**src/rtl/peripheral_multi_counter_pkg.sv**
```systemverilog
// Shared types for the multi-channel counter peripheral: counting modes,
// pending-bit positions and the per-channel configuration record.
package peripheral_multi_counter_pkg;

    typedef enum logic [1:0] {
        MODE_WRAP    = 2'd0,
        MODE_SAT     = 2'd1,
        MODE_ONESHOT = 2'd2
    } mode_e;

    localparam int PEND_TERM = 0;
    localparam int PEND_CMP  = 1;

    // mode is kept as a raw 2-bit field so the reserved encoding reads back as written
    typedef struct packed {
        logic       en;
        logic       dir;
        logic       ire;
        logic [1:0] mode;
    } chan_cfg_t;

    function automatic logic irq_request(input chan_cfg_t cfg, input logic [1:0] pend);
        return cfg.ire & (|pend);
    endfunction

endpackage

```
**src/rtl/peripheral_counter_channel.sv**
```systemverilog
// One counter channel: count, compare and config registers, plus terminal and
// compare-arrival detection feeding sticky write-1-to-clear pending bits.
module peripheral_counter_channel
    import peripheral_multi_counter_pkg::*;
#(
    parameter int          WIDTH     = 32,
    parameter int unsigned CMP_RESET = 1000
) (
    input  logic             clk,
    input  logic             reset,
    input  logic             count_we,
    input  logic [WIDTH-1:0] count_in,
    input  logic             config_we,
    input  chan_cfg_t        cfg_in,
    input  logic             compare_we,
    input  logic [WIDTH-1:0] compare_in,
    input  logic             irq_clr_we,
    input  logic [1:0]       irq_clr_in,
    output logic [WIDTH-1:0] count_out,
    output chan_cfg_t        cfg_out,
    output logic [WIDTH-1:0] compare_out,
    output logic [1:0]       pend_out
);

    logic [WIDTH-1:0] count_q, count_d;
    logic [WIDTH-1:0] compare_q, compare_d;
    chan_cfg_t        cfg_q, cfg_d;
    logic [1:0]       pend_q, pend_d;
    logic [1:0]       pend_set_s, pend_clr_s;
    logic             at_term_s;
    logic [WIDTH-1:0] stepped_s;

    // Next-state: a count write pre-empts counting, so it raises no terminal or compare event.
    always_comb begin
        count_d    = count_q;
        cfg_d      = cfg_q;
        compare_d  = compare_q;
        pend_set_s = 2'b00;
        at_term_s  = cfg_q.dir ? (count_q == '0) : (count_q == '1);
        stepped_s  = cfg_q.dir ? (count_q - WIDTH'(1)) : (count_q + WIDTH'(1));
        if (count_we) begin
            count_d = count_in;
        end else if (cfg_q.en) begin
            if (at_term_s) begin
                pend_set_s[PEND_TERM] = 1'b1;
                case (cfg_q.mode)
                    MODE_SAT:     count_d = count_q;
                    MODE_ONESHOT: begin
                        count_d  = count_q;
                        cfg_d.en = 1'b0;
                    end
                    default:      count_d = stepped_s;
                endcase
            end else begin
                count_d = stepped_s;
            end
            // compare fires only on arrival, never while a saturated value sits on it
            if ((count_d != count_q) && (count_d == compare_q)) begin
                pend_set_s[PEND_CMP] = 1'b1;
            end else begin
                pend_set_s[PEND_CMP] = 1'b0;
            end
        end else begin
            count_d = count_q;
        end
        if (config_we) begin
            cfg_d = cfg_in;
        end else begin
            cfg_d = cfg_d;
        end
        if (compare_we) begin
            compare_d = compare_in;
        end else begin
            compare_d = compare_q;
        end
        pend_clr_s = irq_clr_we ? irq_clr_in : 2'b00;
        pend_d     = (pend_q & ~pend_clr_s) | pend_set_s;
    end

    // Channel state registers.
    always_ff @(posedge clk or posedge reset) begin
        if (reset) begin
            count_q   <= '0;
            cfg_q     <= '0;
            compare_q <= WIDTH'(CMP_RESET);
            pend_q    <= 2'b00;
        end else begin
            count_q   <= count_d;
            cfg_q     <= cfg_d;
            compare_q <= compare_d;
            pend_q    <= pend_d;
        end
    end

    assign count_out   = count_q;
    assign cfg_out     = cfg_q;
    assign compare_out = compare_q;
    assign pend_out    = pend_q;

endmodule

```
**src/rtl/peripheral_multi_counter_core.sv**
```systemverilog
// Multi-channel counter core: write decode onto the channels, combinational
// read-back mux on chan_sel and the registered interrupt OR.
module peripheral_multi_counter_core
    import peripheral_multi_counter_pkg::*;
#(
    parameter int          WIDTH     = 32,
    parameter int          CHANNELS  = 4,
    parameter int unsigned CMP_RESET = 1000,
    localparam int         CH_W      = (CHANNELS > 1) ? $clog2(CHANNELS) : 1
) (
    input  logic             clk,
    input  logic             reset,
    input  logic [CH_W-1:0]  chan_sel,
    input  logic             count_we,
    input  logic [WIDTH-1:0] count_in,
    input  logic             config_we,
    input  logic             count_en_in,
    input  logic             count_dir_in,
    input  logic             count_ire_in,
    input  logic [1:0]       count_mode_in,
    input  logic             compare_we,
    input  logic [WIDTH-1:0] compare_in,
    input  logic             irq_clr_we,
    input  logic [1:0]       irq_clr_in,
    output logic [WIDTH-1:0] count_out,
    output logic             count_en_out,
    output logic             count_dir_out,
    output logic             count_ire_out,
    output logic [1:0]       count_mode_out,
    output logic [WIDTH-1:0] compare_out,
    output logic             count_lt_cmp_out,
    output logic [1:0]       irq_pending_out,
    output logic             irq_out
);

    logic             sel_valid_s;
    chan_cfg_t        cfg_in_s;
    logic [WIDTH-1:0] ch_count_s   [CHANNELS];
    logic [WIDTH-1:0] ch_compare_s [CHANNELS];
    chan_cfg_t        ch_cfg_s     [CHANNELS];
    logic [1:0]       ch_pend_s    [CHANNELS];
    logic             irq_q, irq_d;

    // one extra bit so CHANNELS itself is representable when it is a power of two
    assign sel_valid_s = ({1'b0, chan_sel} < (CH_W + 1)'(CHANNELS));
    assign cfg_in_s    = '{en: count_en_in, dir: count_dir_in, ire: count_ire_in, mode: count_mode_in};

    for (genvar c = 0; c < CHANNELS; c++) begin : g_chan
        logic hit_s;
        assign hit_s = sel_valid_s && (chan_sel == CH_W'(c));

        peripheral_counter_channel #(
            .WIDTH     (WIDTH),
            .CMP_RESET (CMP_RESET)
        ) u_chan (
            .clk         (clk),
            .reset       (reset),
            .count_we    (count_we & hit_s),
            .count_in    (count_in),
            .config_we   (config_we & hit_s),
            .cfg_in      (cfg_in_s),
            .compare_we  (compare_we & hit_s),
            .compare_in  (compare_in),
            .irq_clr_we  (irq_clr_we & hit_s),
            .irq_clr_in  (irq_clr_in),
            .count_out   (ch_count_s[c]),
            .cfg_out     (ch_cfg_s[c]),
            .compare_out (ch_compare_s[c]),
            .pend_out    (ch_pend_s[c])
        );
    end

    // Read-back mux; an unimplemented channel reads as all zeros.
    always_comb begin
        count_out        = '0;
        count_en_out     = 1'b0;
        count_dir_out    = 1'b0;
        count_ire_out    = 1'b0;
        count_mode_out   = 2'b00;
        compare_out      = '0;
        count_lt_cmp_out = 1'b0;
        irq_pending_out  = 2'b00;
        if (sel_valid_s) begin
            count_out        = ch_count_s[chan_sel];
            count_en_out     = ch_cfg_s[chan_sel].en;
            count_dir_out    = ch_cfg_s[chan_sel].dir;
            count_ire_out    = ch_cfg_s[chan_sel].ire;
            count_mode_out   = ch_cfg_s[chan_sel].mode;
            compare_out      = ch_compare_s[chan_sel];
            count_lt_cmp_out = ch_count_s[chan_sel] < ch_compare_s[chan_sel];
            irq_pending_out  = ch_pend_s[chan_sel];
        end else begin
            count_out = '0;
        end
    end

    // Interrupt request OR over all channels.
    always_comb begin
        irq_d = 1'b0;
        for (int i = 0; i < CHANNELS; i++) begin
            irq_d = irq_d | irq_request(ch_cfg_s[i], ch_pend_s[i]);
        end
    end

    // Interrupt output register.
    always_ff @(posedge clk or posedge reset) begin
        if (reset) begin
            irq_q <= 1'b0;
        end else begin
            irq_q <= irq_d;
        end
    end

    assign irq_out = irq_q;

endmodule

```
**config.mk**
```make
export PLATFORM = sky130hd
export DESIGN_NAME = peripheral_multi_counter_core
export DESIGN_NICKNAME = d
export VERILOG_FILES = /design/src/rtl/peripheral_multi_counter_pkg.sv /design/src/rtl/peripheral_counter_channel.sv /design/src/rtl/peripheral_multi_counter_core.sv
export SDC_FILE = /design/constraint.sdc
export NUM_CORES = 1
export LEC_CHECK = 0
export ABC_AREA = 1
export ABC_CLOCK_PERIOD_IN_PS = 16300
export CORE_MARGIN = 2
export CORE_UTILIZATION = 40
export CTS_CLUSTER_DIAMETER = 50
export CTS_CLUSTER_SIZE = 30
export DETAILED_ROUTE_END_ITERATION = 7
export GPL_TIMING_DRIVEN = 0
export SLEW_MARGIN = 10
export SYNTH_ARGS = -nofsm -noshare
export SYNTH_HDL_FRONTEND = slang
export SYNTH_SLANG_ARGS = --single-unit
```
**constraint.sdc**
```tcl
create_clock -name clk -period 16.3 [get_ports clk]
set_clock_uncertainty 0.2 [all_clocks]
set_input_delay 4.89 -clock clk [delete_from_list [all_inputs] [get_ports clk]]
set_output_delay 4.89 -clock clk [all_outputs]
set_load 0.03 [all_outputs]
```
==> impl_results.md <==
* Unrepaired setup endpoints after global routing: false
* Highest net fanout along the worst path at 10
* Largest voltage drop on the vdd net at 0.0827 mV
* Final setup vio count at 0
* Number of antenna-violating nets in the routed design at 0
* Total number of vias at 33893
* Initial drt markers at 3829
* Most prevalent standard cell on the critical path: nand2_1
* Area Overhead vs Synth at 14.5%
* Buffers plus inverters on the worst setup path at 5
* Maximum clock frequency at 62.3 MHz
* Power per standard cell area at 210 nW/µm²
* Worst slew margin at 16.4%
* Number of max-cap violations at 0
* Cells traversed along the worst timing path: clkdlybuf4s50_1 -> nor2_1 -> clkbuf_1 -> clkbuf_1 -> a22oi_1 -> nand2_1 -> ha_1 -> nand2_1 -> inv_1 -> nand3_1 -> a31oi_1 -> a2111oi_0 -> nand2_1 -> a21oi_1 -> clkdlybuf4s50_1
* Critical Path End Type: primary output
* Gate count after technology mapping at 4691
* Vias in the first global route at 31274
* Data arrival, critical path at 10.97 ns
* Number of detailed-route iterations in the first pass at 8
* Clock transition at the registers of the reported paths at 0.08 ns
* Critical Path Source Type: primary input
* # hold bufs at CTS at 0
* Die outline width at 270 µm
* Port buffer count at 151
* Largest net degree at the start of global routing at 87
* Number of CTS-inserted buffers at 38
* Die Area at 73000 µm²
* I/O pin count at 152
* Transition at the pin with the smallest max-transition slack at 1.22 ns
* Hold crit path type: reg2reg
* Most frequent cells in the layout: nand2_1 (1752), inv_1 (651), nor2_1 (413)
* CTS tree: yes
* Share of synthesized area occupied by flip-flops and latches at 25.3%
* Area of combinational cells with multiple inputs at 18100 µm²
* Number of inserted filler cells in the final layout at 7663
* Most common library cell in the layout ignoring fill and taps: nand2_1
* Tcrit/Tclk final at 98.5%
* Reg-to-reg slack, setup at 12.19 ns
* Final core occ at 46.4%
* Fraction of registers with async set or reset after synthesis at 100%
* FF+latch area at 7170 µm²
* Clock sink count at 285
* Endpoints failing hold at 0
* Die height at 270 µm
* Clock insertion delay at the later pin of the skew report at 0.60 ns
* Share of layout cells above drive strength 1 at 4.41%
* Mapped Area at 28300 µm²
* Static leakage at 16.9 nW
* Syn. warnings at 0
* Final RePlAce weighted congestion at 1.05
* Top Family by Delay on Critical Path: buffers and inverters
* Crit path largest cell delay at 0.96 ns
* Slowest library cell on the worst path: a2111oi_0
* Number of antenna violations at the first check in global routing at 3
* Number of DRC violations after detailed routing at 0
* NumNets Final at 5125
* Pins over their slew limit at 0
* Post-CTS setup buffers at 0
* Total track usage at 39.4%
* Kind of critical path: in2out
* Htree depth at 2
* Post-synth EDFFs at 0
* Routed wirelength normalized by instance count at 25.3 µm
* Via count normalized by instance count at 5.79
* Root buffer selected by CTS: clkbuf_16
* Total negative slack at 0 ns
* Final wirelength at 148000 µm
* DP HPWL at 123000 µm
* Hold slack at 0.295 ns
* Number of distinct standard cells referenced by the synthesized netlist at 55
* Flop and latch count out of synthesis at 285
* Net Count, Synth at 4929
* Flip-flop cell with the highest count after synthesis: dfrtp_1
* Clock tree buffer depth at 3
* Required time worst endpoint at 11.21 ns
* Rows at 97
* Core box area at 70000 µm²
* Final critical-path required period at 16.06 ns
* First-pass GRT wire length at 212000 µm
* Post-synthesis average cell area at 6.04 µm²
* Status: completed
* GRT Residual Overflow at 0
* Effective utilization at floorplan at 40.5%
* Post-CTS Resized at 0
synth_stat cells, types with 24 or more instances:
cell | n | area, µm²
a22oi_1 | 53 | 398
o221ai_1 | 151 | 1320
dfstp_2 | 24 | 631
nor3_1 | 39 | 195
o22ai_1 | 29 | 181
ha_1 | 155 | 1940
nand3_1 | 350 | 1750
nor2_1 | 413 | 1550
clkbuf_1 | 86 | 323
nand4_1 | 51 | 319
nand2_1 | 1752 | 6580
a21oi_1 | 166 | 831
o21a_1 | 30 | 225
dfrtp_1 | 261 | 6530
nand3b_1 | 47 | 353
o21ai_0 | 218 | 1090
inv_1 | 652 | 2450
registers in the layout, indices dropped and copies added, names as in the netlist:
name	flops
irq_out	1
g_chan.u_chan.cfg_out	20
g_chan.u_chan.pend_out	8
g_chan.u_chan.count_out	128
g_chan.u_chan.compare_out	128
logic make-up after synthesis:
kind of cell | after synthesis | share of synthesized area [%]
fa+ha+maj | 159 | 7.13
simple gates | 2737 | 40.2
mux | 1 | 0.0353
xor+xnor | 30 | 0.927
flops | 285 | 25.3
buf+inv | 793 | 11.0
compound gates | 686 | 15.4
tightest hold or removal path, cell delays in order (launching register included):
cell	delay (ns)
dfrtp_1	0.35
nand2_1	0.06
o21ai_0	0.06
final timing paths:
| check | to | from | depth (start not counted) |
|---|---|---|---|
| max | count_lt_cmp_out | chan_sel[0] | 15 |
| min | g_chan[3].u_chan.compare_out[22] | g_chan[3].u_chan.compare_out[22] | 2 |
| max reg2reg | g_chan[0].u_chan.pend_out[1] | g_chan[0].u_chan.cfg_out[3] | 16 |
| min reg2reg | g_chan[3].u_chan.compare_out[22] | g_chan[3].u_chan.compare_out[22] | 2 |
| max in group asynchronous | g_chan[3].u_chan.count_out[25] | reset | 4 |
| min in group asynchronous | g_chan[1].u_chan.count_out[0] | reset | 2 |
layout make-up:
type | instances | share of cell area (%)
diodes | 2 | 0.0154
plain buffers | 126 | 1.90
clock buffers | 40 | 3.02
clock inverters | 29 | 0.944
inverters | 667 | 7.74
multi-input cells | 3613 | 55.6
flip-flops and latches | 285 | 22.1
well taps | 940 | 3.62
repair buffers | 156 | 5.06
routing by layer:
metal	wire, µm	up-vias	part of all wire [%]	global-route usage, %
met5	11	-	0.0074	0
met4	9550	2	6.5	21.4
met3	13700	401	9.2	7.01
met2	65200	1789	44	62.5
met1	59500	15993	40	50.9
li1	-	15708	-	-
stage by stage:
| stage | instance area [µm²] | power, mW | instances | worst slack, ns |
|---|---|---|---|---|
| 2_1_floorplan | 28300 | 4.12 | 4691 | 3.39 |
| 3_3_place_gp | 31000 | 5.73 | 5782 | -1.20 |
| 5_1_grt | 32500 | 7.26 | 5856 | 0.359 |
| 6_report | 32500 | 6.80 | 5858 | 0.236 |
| 4_1_cts | 32500 | 6.65 | 5856 | 0.523 |
| 3_5_place_dp | 31200 | 5.76 | 5787 | 0.529 |
report_power, final:
group          leakage, nW  switching (mW)  internal [mW]
Combinational         12.8            3.08           1.39
Sequential            3.49           0.527          0.924
Clock                0.619           0.419          0.463
Power figures use the tool's default switching activity.
